[src/rtl/bitrev_idx_gen_if.sv]
// Handshake/bus bundle between the bit-reversal index sequencer and its neighbours.
// BITREV_IDX_GEN_STALL_CNT_EN adds the o_stall_cycles counter output.
interface bitrev_idx_gen_if #(
  parameter int unsigned D_WIDTH = 32
);
  logic               i_start;
  logic [D_WIDTH-1:0] i_l;
  logic               i_stall;
  logic [D_WIDTH-1:0] o_idx_out;
  logic               o_bitrev_en;
  logic [D_WIDTH-1:0] o_bitrev_l;
  logic               o_last;
  logic               o_out_valid;
  logic               o_out_last;
  logic               o_busy;
  logic               o_done;
  logic               o_cfg_err;
`ifdef BITREV_IDX_GEN_STALL_CNT_EN
  logic [15:0]        o_stall_cycles;

  modport master (
    output i_start, i_l, i_stall,
    input  o_idx_out, o_bitrev_en, o_bitrev_l, o_last, o_out_valid, o_out_last,
           o_busy, o_done, o_cfg_err, o_stall_cycles
  );
  modport slave (
    input  i_start, i_l, i_stall,
    output o_idx_out, o_bitrev_en, o_bitrev_l, o_last, o_out_valid, o_out_last,
           o_busy, o_done, o_cfg_err, o_stall_cycles
  );
`else
  modport master (
    output i_start, i_l, i_stall,
    input  o_idx_out, o_bitrev_en, o_bitrev_l, o_last, o_out_valid, o_out_last,
           o_busy, o_done, o_cfg_err
  );
  modport slave (
    input  i_start, i_l, i_stall,
    output o_idx_out, o_bitrev_en, o_bitrev_l, o_last, o_out_valid, o_out_last,
           o_busy, o_done, o_cfg_err
  );
`endif
endinterface

[src/rtl/bitrev_idx_gen.sv]
// Index sequencer feeding the bit-reversal stage: issues 0..2^(RADIX_K1*l)-1 with
// stall support, aligned valid/last for the stage's 1-cycle output, and a done pulse.
// Optional: BITREV_IDX_GEN_STALL_CNT_EN adds a saturating stall-cycle counter.
module bitrev_idx_gen #(
  parameter int unsigned D_WIDTH  = 32,
  parameter int unsigned RADIX_K1 = 4,
  parameter int unsigned MAX_BITS = 16
) (
  input  logic              clk,
  input  logic              rst,
  bitrev_idx_gen_if.slave   bus
);
  localparam int unsigned W_W   = $clog2(MAX_BITS + 1);
  // Largest l whose width RADIX_K1*l still fits MAX_BITS; avoids overflow in RADIX_K1*l.
  localparam int unsigned L_MAX = MAX_BITS / RADIX_K1;

  typedef enum logic [1:0] {
    S_IDLE,
    S_RUN,
    S_FLUSH,
    S_DONE
  } state_t;

  state_t              r_state;
  logic [MAX_BITS-1:0] r_cnt;
  logic [W_W-1:0]      r_w;
  logic [D_WIDTH-1:0]  r_bitrev_l;
  logic                r_out_valid;
  logic                r_out_last;
  logic                r_done;
  logic                r_cfg_err;

  logic                w_run;
  logic                w_en;
  logic                w_last;
  logic                w_cfg_ok;
  logic [MAX_BITS-1:0] w_cnt_max;

  // Issue decode: enable follows stall directly while running; last flags index N-1.
  assign w_run     = (r_state == S_RUN);
  assign w_en      = w_run & ~bus.i_stall;
  assign w_cnt_max = ~({MAX_BITS{1'b1}} << r_w);
  assign w_last    = w_en & (r_cnt == w_cnt_max);
  assign w_cfg_ok  = (bus.i_l != '0) && (bus.i_l <= D_WIDTH'(L_MAX));

`ifdef BITREV_IDX_GEN_STALL_CNT_EN
  logic [15:0] r_stall_cycles;

  // Stall-cycle counter: cleared on accepted start, saturates, holds after the run.
  always_ff @(posedge clk or posedge rst) begin
    if (rst) begin
      r_stall_cycles <= '0;
    end else if ((r_state == S_IDLE) && bus.i_start && w_cfg_ok) begin
      r_stall_cycles <= '0;
    end else if (w_run && bus.i_stall && (r_stall_cycles != 16'hFFFF)) begin
      r_stall_cycles <= r_stall_cycles + 16'd1;
    end
  end

  assign bus.o_stall_cycles = r_stall_cycles;
`endif

  // Sequencer FSM with its counter and registered status outputs.
  always_ff @(posedge clk or posedge rst) begin
    if (rst) begin
      r_state     <= S_IDLE;
      r_cnt       <= '0;
      r_w         <= '0;
      r_bitrev_l  <= '0;
      r_out_valid <= 1'b0;
      r_out_last  <= 1'b0;
      r_done      <= 1'b0;
      r_cfg_err   <= 1'b0;
    end else begin
      r_out_valid <= w_en;
      r_out_last  <= w_last;
      r_done      <= 1'b0;
      r_cfg_err   <= 1'b0;
      case (r_state)
        S_IDLE: begin
          if (bus.i_start) begin
            if (w_cfg_ok) begin
              r_bitrev_l <= bus.i_l;
              r_w        <= W_W'(RADIX_K1 * bus.i_l);
              r_cnt      <= '0;
              r_state    <= S_RUN;
            end else begin
              r_cfg_err  <= 1'b1;
            end
          end
        end
        S_RUN: begin
          if (w_en) begin
            if (w_last) begin
              r_state <= S_FLUSH;
            end else begin
              r_cnt   <= r_cnt + MAX_BITS'(1);
            end
          end
        end
        S_FLUSH: begin
          r_done  <= 1'b1;
          r_state <= S_DONE;
        end
        S_DONE: begin
          r_state <= S_IDLE;
        end
        default: begin
          r_state <= S_IDLE;
        end
      endcase
    end
  end

  assign bus.o_idx_out   = w_run ? D_WIDTH'(r_cnt) : '0;
  assign bus.o_bitrev_en = w_en;
  assign bus.o_last      = w_last;
  assign bus.o_bitrev_l  = r_bitrev_l;
  assign bus.o_out_valid = r_out_valid;
  assign bus.o_out_last  = r_out_last;
  assign bus.o_busy      = (r_state != S_IDLE);
  assign bus.o_done      = r_done;
  assign bus.o_cfg_err   = r_cfg_err;
endmodule

[src/flat_wrapper.sv]
// flat-port wrapper written by rule: the top's interface ports become plain ports
module bitrev_idx_gen_flat 
#(
  parameter int unsigned D_WIDTH  = 32,
  parameter int unsigned RADIX_K1 = 4,
  parameter int unsigned MAX_BITS = 16
)
  (clk, rst, bus_i_start, bus_i_l, bus_i_stall, bus_o_idx_out, bus_o_bitrev_en, bus_o_bitrev_l, bus_o_last, bus_o_out_valid, bus_o_out_last, bus_o_busy, bus_o_done, bus_o_cfg_err);
  bitrev_idx_gen_if #(.D_WIDTH(D_WIDTH)) bus_i ();
  input  logic clk;
  input  logic rst;
  input wire logic [$bits(bus_i.i_start)-1:0] bus_i_start;
  input wire logic [$bits(bus_i.i_l)-1:0] bus_i_l;
  input wire logic [$bits(bus_i.i_stall)-1:0] bus_i_stall;
  output wire logic [$bits(bus_i.o_idx_out)-1:0] bus_o_idx_out;
  output wire logic [$bits(bus_i.o_bitrev_en)-1:0] bus_o_bitrev_en;
  output wire logic [$bits(bus_i.o_bitrev_l)-1:0] bus_o_bitrev_l;
  output wire logic [$bits(bus_i.o_last)-1:0] bus_o_last;
  output wire logic [$bits(bus_i.o_out_valid)-1:0] bus_o_out_valid;
  output wire logic [$bits(bus_i.o_out_last)-1:0] bus_o_out_last;
  output wire logic [$bits(bus_i.o_busy)-1:0] bus_o_busy;
  output wire logic [$bits(bus_i.o_done)-1:0] bus_o_done;
  output wire logic [$bits(bus_i.o_cfg_err)-1:0] bus_o_cfg_err;
  assign bus_i.i_start = bus_i_start;
  assign bus_i.i_l = bus_i_l;
  assign bus_i.i_stall = bus_i_stall;
  assign bus_o_idx_out = bus_i.o_idx_out;
  assign bus_o_bitrev_en = bus_i.o_bitrev_en;
  assign bus_o_bitrev_l = bus_i.o_bitrev_l;
  assign bus_o_last = bus_i.o_last;
  assign bus_o_out_valid = bus_i.o_out_valid;
  assign bus_o_out_last = bus_i.o_out_last;
  assign bus_o_busy = bus_i.o_busy;
  assign bus_o_done = bus_i.o_done;
  assign bus_o_cfg_err = bus_i.o_cfg_err;
  bitrev_idx_gen #(.D_WIDTH(D_WIDTH), .RADIX_K1(RADIX_K1), .MAX_BITS(MAX_BITS)) u_core (.clk(clk), .rst(rst), .bus(bus_i));
endmodule
[config.mk]
export PLATFORM = sky130hd
export DESIGN_NAME = bitrev_idx_gen_flat
export DESIGN_NICKNAME = d
export VERILOG_FILES = /design/src/rtl/bitrev_idx_gen_if.sv /design/src/rtl/bitrev_idx_gen.sv /design/src/flat_wrapper.sv
export SDC_FILE = /design/constraint.sdc
export NUM_CORES = 1
export LEC_CHECK = 0
export CORE_MARGIN = 2
export CORE_UTILIZATION = 40
export DETAILED_ROUTE_END_ITERATION = 10
export GPL_ROUTABILITY_DRIVEN = 1
export GPL_TIMING_DRIVEN = 1
export PLACE_DENSITY_LB_ADDON = 0.3
export SLEW_MARGIN = 20
export SYNTH_ARGS = -nofsm -noshare
export SYNTH_HDL_FRONTEND = slang
export SYNTH_SLANG_ARGS = --single-unit
[constraint.sdc]
create_clock -name clk -period 2.3 [get_ports clk]
set_clock_uncertainty 0.15 [all_clocks]
set_input_delay 0.23 -clock clk [delete_from_list [all_inputs] [get_ports clk]]
set_output_delay 0.23 -clock clk [all_outputs]
set_load 0.02 [all_outputs]
==> results of run 1 <==
-- sequential cells by signal, indices dropped and copies added (netlist names) --
| signal | cells |
|---|---|
| u_core.bus.o_done | 1 |
| u_core.bus.o_cfg_err | 1 |
| u_core.bus.o_out_last | 1 |
| u_core.r_state | 2 |
| u_core.bus.o_bitrev_l | 32 |
| u_core.r_cnt | 16 |
| u_core.bus.o_out_valid | 1 |
-- metal layers --
metal / global-route usage [%] / wire (um)
met5: 0 / 0
met1: 25.8 / 3180
met2: 33.4 / 3650
met3: 3.62 / 334
met4: 5.54 / 108
-- stage by stage --
step                      TNS [ns]  cell area (um2)  total power [mW]  utilization (%)
after floorplan            -0.0388             2810              2.15                -
after global placement       -6.51             3980              2.87             59.3
after detailed placement    -11.50             3980              2.90             59.3
after CTS                    -1.22             4250              3.65             63.2
after global routing         -2.18             4330              3.95             64.5
final                        -1.11             4330              3.73             64.5
-- worst max-delay path by stage --
stage | from | end | slack [ns]
2_1_floorplan | u_core.bus.o_bitrev_l[2] | u_core.r_cnt[4] | -0.04
3_3_place_gp | bus_i_l[13] | u_core.r_cnt[13] | -0.34
3_5_place_dp | bus_i_l[9] | u_core.r_cnt[14] | -0.42
4_1_cts | u_core.bus.o_bitrev_l[2] | bus_o_last | -0.14
5_1_grt | u_core.bus.o_bitrev_l[2] | u_core.r_cnt[0] | -0.16
6_report | u_core.bus.o_bitrev_l[2] | u_core.r_cnt[0] | -0.11
-- worst max-delay path: stages (launching register included) --
cell and delay (ns):
sky130_fd_sc_hd__dfrtp_2 0.46, sky130_fd_sc_hd__or4_4 0.50, sky130_fd_sc_hd__o21ai_4 0.16, sky130_fd_sc_hd__o2111ai_4 0.13
sky130_fd_sc_hd__nor3b_4 0.29, sky130_fd_sc_hd__buf_6 0.19, sky130_fd_sc_hd__buf_6 0.12, sky130_fd_sc_hd__nor3_2 0.04
sky130_fd_sc_hd__mux2_2 0.25
-- kinds of logic after synthesis --
family,count (synthesis),share of synthesized area [%]
other,1,0.137
muxes,7,2.79
AOI/OAI and AO/OA,30,8.23
xor gates and xnor gates,1,0.320
adders and majority gates,5,2.29
buffers and inverters,36,7.41
and+or+nand+nor,131,29.4
DFF,54,49.4
-- power breakdown --
group | internal (mW) | total [mW] | switching, mW
combinational | 0.922 | 1.89 | 0.970
sequential | 1.11 | 1.26 | 0.144
clock | 0.227 | 0.576 | 0.350
-- what timing repair did --
item                                    CTS  global route
resized for setup                        55            21
pin swaps                                21            12
endpoints found under the setup margin   36            19
cloned                                    2             0
buffers inserted                          4             1
-- area by class of cell --
| class | instances | area, um2 | area share, % |
|---|---|---|---|
| tap | 80 | 100 | 2.31 |
| sequential | 54 | 1350 | 31.2 |
| clock buffer | 5 | 68.8 | 1.59 |
| inverter | 11 | 41.3 | 0.953 |
| timing repair buffer | 139 | 1310 | 30.2 |
| multi-input combinational | 190 | 1430 | 33.1 |
| clock inverter | 3 | 28.8 | 0.664 |
-- placed cells by master (no fill, tap or decap), drive strengths merged, types with 9 or more instances in the layout --
| master | count |
|---|---|
| dfrtp | 54 |
| dlygate4sd2 | 17 |
| nor2 | 14 |
| nand2 | 16 |
| conb | 16 |
| nor4 | 10 |
| inv | 12 |
| nor2b | 27 |
| buf | 50 |
| nand4 | 9 |
| and2 | 12 |
| clkdlybuf4s50 | 69 |
| o21ai | 12 |
==> impl_metrics.env, run 1 <==
export IMPL_setup_violations=17
export IMPL_first_pass_iters=4
export IMPL_wl_um=7270
export IMPL_tritoncts_clock_tree="built"
export IMPL_synth_cell_area_um2=2740
export IMPL_worst_setup_path_end_kind="flip-flop"
export IMPL_gpl_congestion=0.853
export IMPL_first_pass_grt_wire_length_um=11800
export IMPL_global_route_usage_total_pct=19.7
export IMPL_synth_seq_cells=54
export IMPL_layout_filler_cells=521
export IMPL_layout_setup_ws_ns=-0.108
export IMPL_coreArea_um2=6720
export IMPL_routedWlPerCell_um=15.1
export IMPL_cts_root_buffer_cell="sky130_fd_sc_hd__clkbuf_8"
export IMPL_yosysWarnings=0
export IMPL_avgSynthCellArea_um2=10.3
export IMPL_ir_worst_vdd_mv=0.664
export IMPL_cellPowerDensity_nw_per_um2=860
export IMPL_vias=2451
export IMPL_post_synth_top_count_cell="sky130_fd_sc_hd__dfrtp_1"
export IMPL_postSynth_topFlopCell="sky130_fd_sc_hd__dfrtp_1"
export IMPL_final_antenna_net_count=0
export IMPL_pre_cts_ws_ns=-0.418
export IMPL_dieWidth_um=86.7
export IMPL_worst_hold_path_type="input port to async pin"
export IMPL_path_class="flip-flop to flip-flop"
export IMPL_cts_clk_slew_worst_paths_ns=0.11
export IMPL_cap_violations=0
export IMPL_timing_hold_violations_final=0
export IMPL_post_synth_main_area_contributors="sky130_fd_sc_hd__dfrtp_1, sky130_fd_sc_hd__nor2b_1, sky130_fd_sc_hd__buf_4"
export IMPL_data_required_time_of_the_critical_path_ns=2.36
export IMPL_postCtsHoldBufs=0
export IMPL_clk_path_buf_depth=2
export IMPL_finalMaxSlewViolations=0
export IMPL_antenna_cells=0
export IMPL_floorplan_die_area_um2=7520
export IMPL_io_pin_count=107
export IMPL_drt_vias_per_instance=5.09
export IMPL_violations="setup timing"
export IMPL_fin_crit_sh_pct=105
export IMPL_power_static_leakage_nw=2.05
export IMPL_antenna_found_initial=0
export IMPL_numCtsBuffers=5
export IMPL_maxClockFrequency_mhz=415
export IMPL_synth_common_cells="sky130_fd_sc_hd__dfrtp_1, sky130_fd_sc_hd__nor2b_1, sky130_fd_sc_hd__buf_4, sky130_fd_sc_hd__nand2_1, sky130_fd_sc_hd__nor2_1"
export IMPL_pin_count_of_the_biggest_net_entering_global_routing=36
export IMPL_die_height_um=86.7
export IMPL_startpoint_type="flip-flop"
export IMPL_hold_worst_slack_ns=0.0763
export IMPL_cts_htree_levels=2
export IMPL_tritoncts_num_sinks=54
export IMPL_worstReg2RegStart="u_core.bus.o_bitrev_l[2]"
export IMPL_drt_iter0_drc=116
export IMPL_crit_fanout=5
export IMPL_port_buffer_count=90
export IMPL_synth_largest_area_cell="sky130_fd_sc_hd__dfrtp_1"
export IMPL_fraction_of_synthesized_cell_area_taken_by_the_top_area_cell_type_pct=49.4
export IMPL_regToRegSetupSlack_ns=-0.11
export IMPL_share_of_cells_above_drive_strength_1_pct=24.6
export IMPL_synth_async_sr_flop_share_pct=100
export IMPL_rr_endpoint="u_core.r_cnt[0]"
export IMPL_synth_yosys_seq_area_share_pct=49.4
export IMPL_initial_core_util_pct=40.7
export IMPL_synthCells=265
export IMPL_worstRegToRegCells=8
export IMPL_design_final_nets=442
export IMPL_final_period_minus_worst_setup_slack_ns=2.41
export IMPL_unrepaired_setup_endpoints_after_global_routing="yes"
export IMPL_place_detailed_instances=467
export IMPL_drt_drc_violations_left=0
export IMPL_stdcell_count=482
export IMPL_worstPathArrival_ns=2.47
export IMPL_clkLatencyLatePin_ns=0.32
export IMPL_vias_in_the_first_global_route=2362
export IMPL_rows=30
export IMPL_overflow=0
export IMPL_synth_lib_cells_used_distinct=46
export IMPL_status="complete, but fails checks"
export IMPL_detailed_place_hpwl_um=5250
export IMPL_flow_area_growth_from_synthesis_pct=58.4
export IMPL_synth_enable_flop_cells=0
Note: power is estimated with default switching activity, not from simulation.
==> run 2, diff against run 1 <==
--- a/config.mk
+++ b/config.mk
@@ -7,6 +7,7 @@
 export LEC_CHECK = 0
 export CORE_MARGIN = 2
 export CORE_UTILIZATION = 40
+export CTS_BUF_LIST = sky130_fd_sc_hd__clkbuf_16
 export DETAILED_ROUTE_END_ITERATION = 10
 export GPL_ROUTABILITY_DRIVEN = 1
 export GPL_TIMING_DRIVEN = 1
==> run 2 against run 1 <==
Compared with the run above: the flow still finishes with violations (setup timing); flip-flop and latch count stayed put; wire length is 2.1% higher; design area is 0.72% higher; maximum frequency is 0.98% higher; critical path type unchanged.
==> impl_metrics.env, run 2 (synthesis results as in run 1) <==
export IMPL_regToRegSetupSlack_ns=-0.08
export IMPL_violations="setup timing"
export IMPL_dieWidth_um=86.7
export IMPL_crit_chain="or3_1 > o2111ai_2 > nor3b_4 > buf_6 > or2_4 > buf_6 > a221o_1"
export IMPL_drt_iter0_drc=107
export IMPL_data_required_time_of_the_critical_path_ns=2.34
export IMPL_share_of_cells_above_drive_strength_1_pct=23.4
export IMPL_crit_fanout=5
export IMPL_drt_vias_per_instance=5.12
export IMPL_floorplan_die_area_um2=7520
export IMPL_design_final_nets=442
export IMPL_layout_core_utilization_pct=65.0
export IMPL_flow_area_growth_from_synthesis_pct=59.5
export IMPL_pre_cts_ws_ns=-0.418
export IMPL_cellPowerDensity_nw_per_um2=897
export IMPL_overflow=0
export IMPL_power_static_leakage_nw=2.15
export IMPL_largest_reg_flops=32
export IMPL_status="complete, but fails checks"
export IMPL_die_height_um=86.7
export IMPL_tritoncts_clock_tree="built"
export IMPL_mostFrequentLayoutCells="sky130_fd_sc_hd__clkdlybuf4s50_1, sky130_fd_sc_hd__dfrtp_1, sky130_fd_sc_hd__buf_4, sky130_fd_sc_hd__nor2b_1, sky130_fd_sc_hd__dlygate4sd2_1"
export IMPL_initial_core_util_pct=40.7
export IMPL_worstReg2RegStart="u_core.bus.o_bitrev_l[2]"
export IMPL_worst_hold_path_type="input port to async pin"
export IMPL_cts_htree_levels=2
export IMPL_cap_violations=0
export IMPL_drt_drc_violations_left=0
export IMPL_vias=2469
export IMPL_path_class="flip-flop to flip-flop"
export IMPL_gpl_congestion=0.853
export IMPL_critical_path_max_stage_delay_ns=0.45
export IMPL_clkLatencyLatePin_ns=0.30
export IMPL_hold_worst_slack_ns=0.108
export IMPL_crit_slowest_cell="sky130_fd_sc_hd__dfrtp_2"
export IMPL_fin_crit_sh_pct=104
export IMPL_p_sw_share_pct=37.6
export IMPL_finalMaxSlewViolations=0
export IMPL_cts_clk_slew_worst_paths_ns=0.08
export IMPL_pin_count_of_the_biggest_net_entering_global_routing=36
export IMPL_power_report_internal_total_mw=2.44
export IMPL_switchingPower_mw=1.47
export IMPL_layout_setup_ws_ns=-0.0845
export IMPL_timing_critical_path_max_delay_family="simple AND/OR/NAND/NOR gates"
export IMPL_io_pin_count=107
export IMPL_timing_critical_path_mode_cell="sky130_fd_sc_hd__buf_6"
export IMPL_tritoncts_num_sinks=54
export IMPL_crit_buf_inv=2
export IMPL_final_antenna_net_count=0
export IMPL_report_power_total_mw=3.91
export IMPL_power_sequential_fraction_pct=32.2
export IMPL_antenna_cells=0
export IMPL_post_dp_cell_area_um2=3980
export IMPL_worstPathArrival_ns=2.42
export IMPL_worst_setup_path_end_kind="flip-flop"
export IMPL_maxClockFrequency_mhz=419
export IMPL_antenna_found_initial=0
export IMPL_timing_hold_violations_final=0
export IMPL_global_route_usage_total_pct=19.8
export IMPL_comb_power_share_pct=47.7
export IMPL_first_pass_grt_wire_length_um=11900
export IMPL_routedWlPerCell_um=15.4
export IMPL_numCtsBuffers=5
export IMPL_power_frac_clock_pct=20.1
export IMPL_ir_worst_vdd_mv=0.661
export IMPL_final_period_minus_worst_setup_slack_ns=2.38
export IMPL_startpoint_type="flip-flop"
export IMPL_rr_endpoint="u_core.r_cnt[9]"
export IMPL_detailed_place_hpwl_um=5250
export IMPL_worstRegToRegCells=7
export IMPL_coreArea_um2=6720
export IMPL_unrepaired_setup_endpoints_after_global_routing="yes"
export IMPL_setup_violations=15
export IMPL_layout_filler_cells=528
export IMPL_ff_latch_area_um2=1350
export IMPL_vias_in_the_first_global_route=2412
export IMPL_cts_root_buffer_cell="sky130_fd_sc_hd__clkbuf_16"
export IMPL_multiInputGateArea_um2=1400
export IMPL_rows=30
export IMPL_postCtsHoldBufs=0
export IMPL_finish_instance_area_um2=4370
export IMPL_clk_path_buf_depth=2
export IMPL_first_pass_iters=4
export IMPL_port_buffer_count=90
export IMPL_wl_um=7420
export IMPL_final_common_cell="sky130_fd_sc_hd__clkdlybuf4s50_1"
run 2: area by class of cell:
type	instances	area share (%)
inverters	11	0.946
flip-flops and latches	54	31.0
clock buffers	5	2.87
multi-input cells	190	32.1
clock inverters	3	0.659
well taps	80	2.29
repair buffers	139	30.2
run 2: power by group through the flow:
stage	clock network, mW	logic (mW)	registers (mW)
after CTS	0.803	1.79	1.24
after global placement	0	1.62	1.25
after floorplan	0	0.858	1.30
final	0.788	1.87	1.26
after global routing	0.843	2.02	1.28
after detailed placement	0	1.65	1.25
run 2: worst max-delay path by stage:
stage	start	end	slack, ns	cells after the start
CTS	u_core.bus.o_bitrev_l[2]	bus_o_last	-0.15	5
floorplan	u_core.bus.o_bitrev_l[2]	u_core.r_cnt[4]	-0.04	8
global placement	bus_i_l[13]	u_core.r_cnt[13]	-0.34	8
finish	u_core.bus.o_bitrev_l[2]	u_core.r_cnt[9]	-0.08	7
global route	u_core.bus.o_bitrev_l[2]	u_core.r_cnt[5]	-0.14	8
detailed placement	bus_i_l[9]	u_core.r_cnt[14]	-0.42	8
run 2: what timing repair did:
action                                  4_1_cts  5_1_grt
pin swaps                                    16       15
cloned                                        2        0
endpoints found under the setup margin       35       19
resized for setup                            56       25
buffers inserted                              4        1
run 2: layer usage:
| metal | share of wire, % | vias up | GRT usage (%) |
|---|---|---|---|
| li1 | - | 1183 | - |
| met1 | 43 | 1194 | 26.1 |
| met2 | 51 | 83 | 33.1 |
| met3 | 3.8 | 9 | 2.86 |
| met4 | 1.7 | 0 | 7.39 |
| met5 | 0 | - | 0 |
run 2: stage by stage:
stage                     TNS, ns  cells
after floorplan           -0.0388    280
after global placement      -6.51    467
after detailed placement   -11.50    467
after CTS                   -1.07    481
after global routing        -1.77    482
final                      -0.753    482
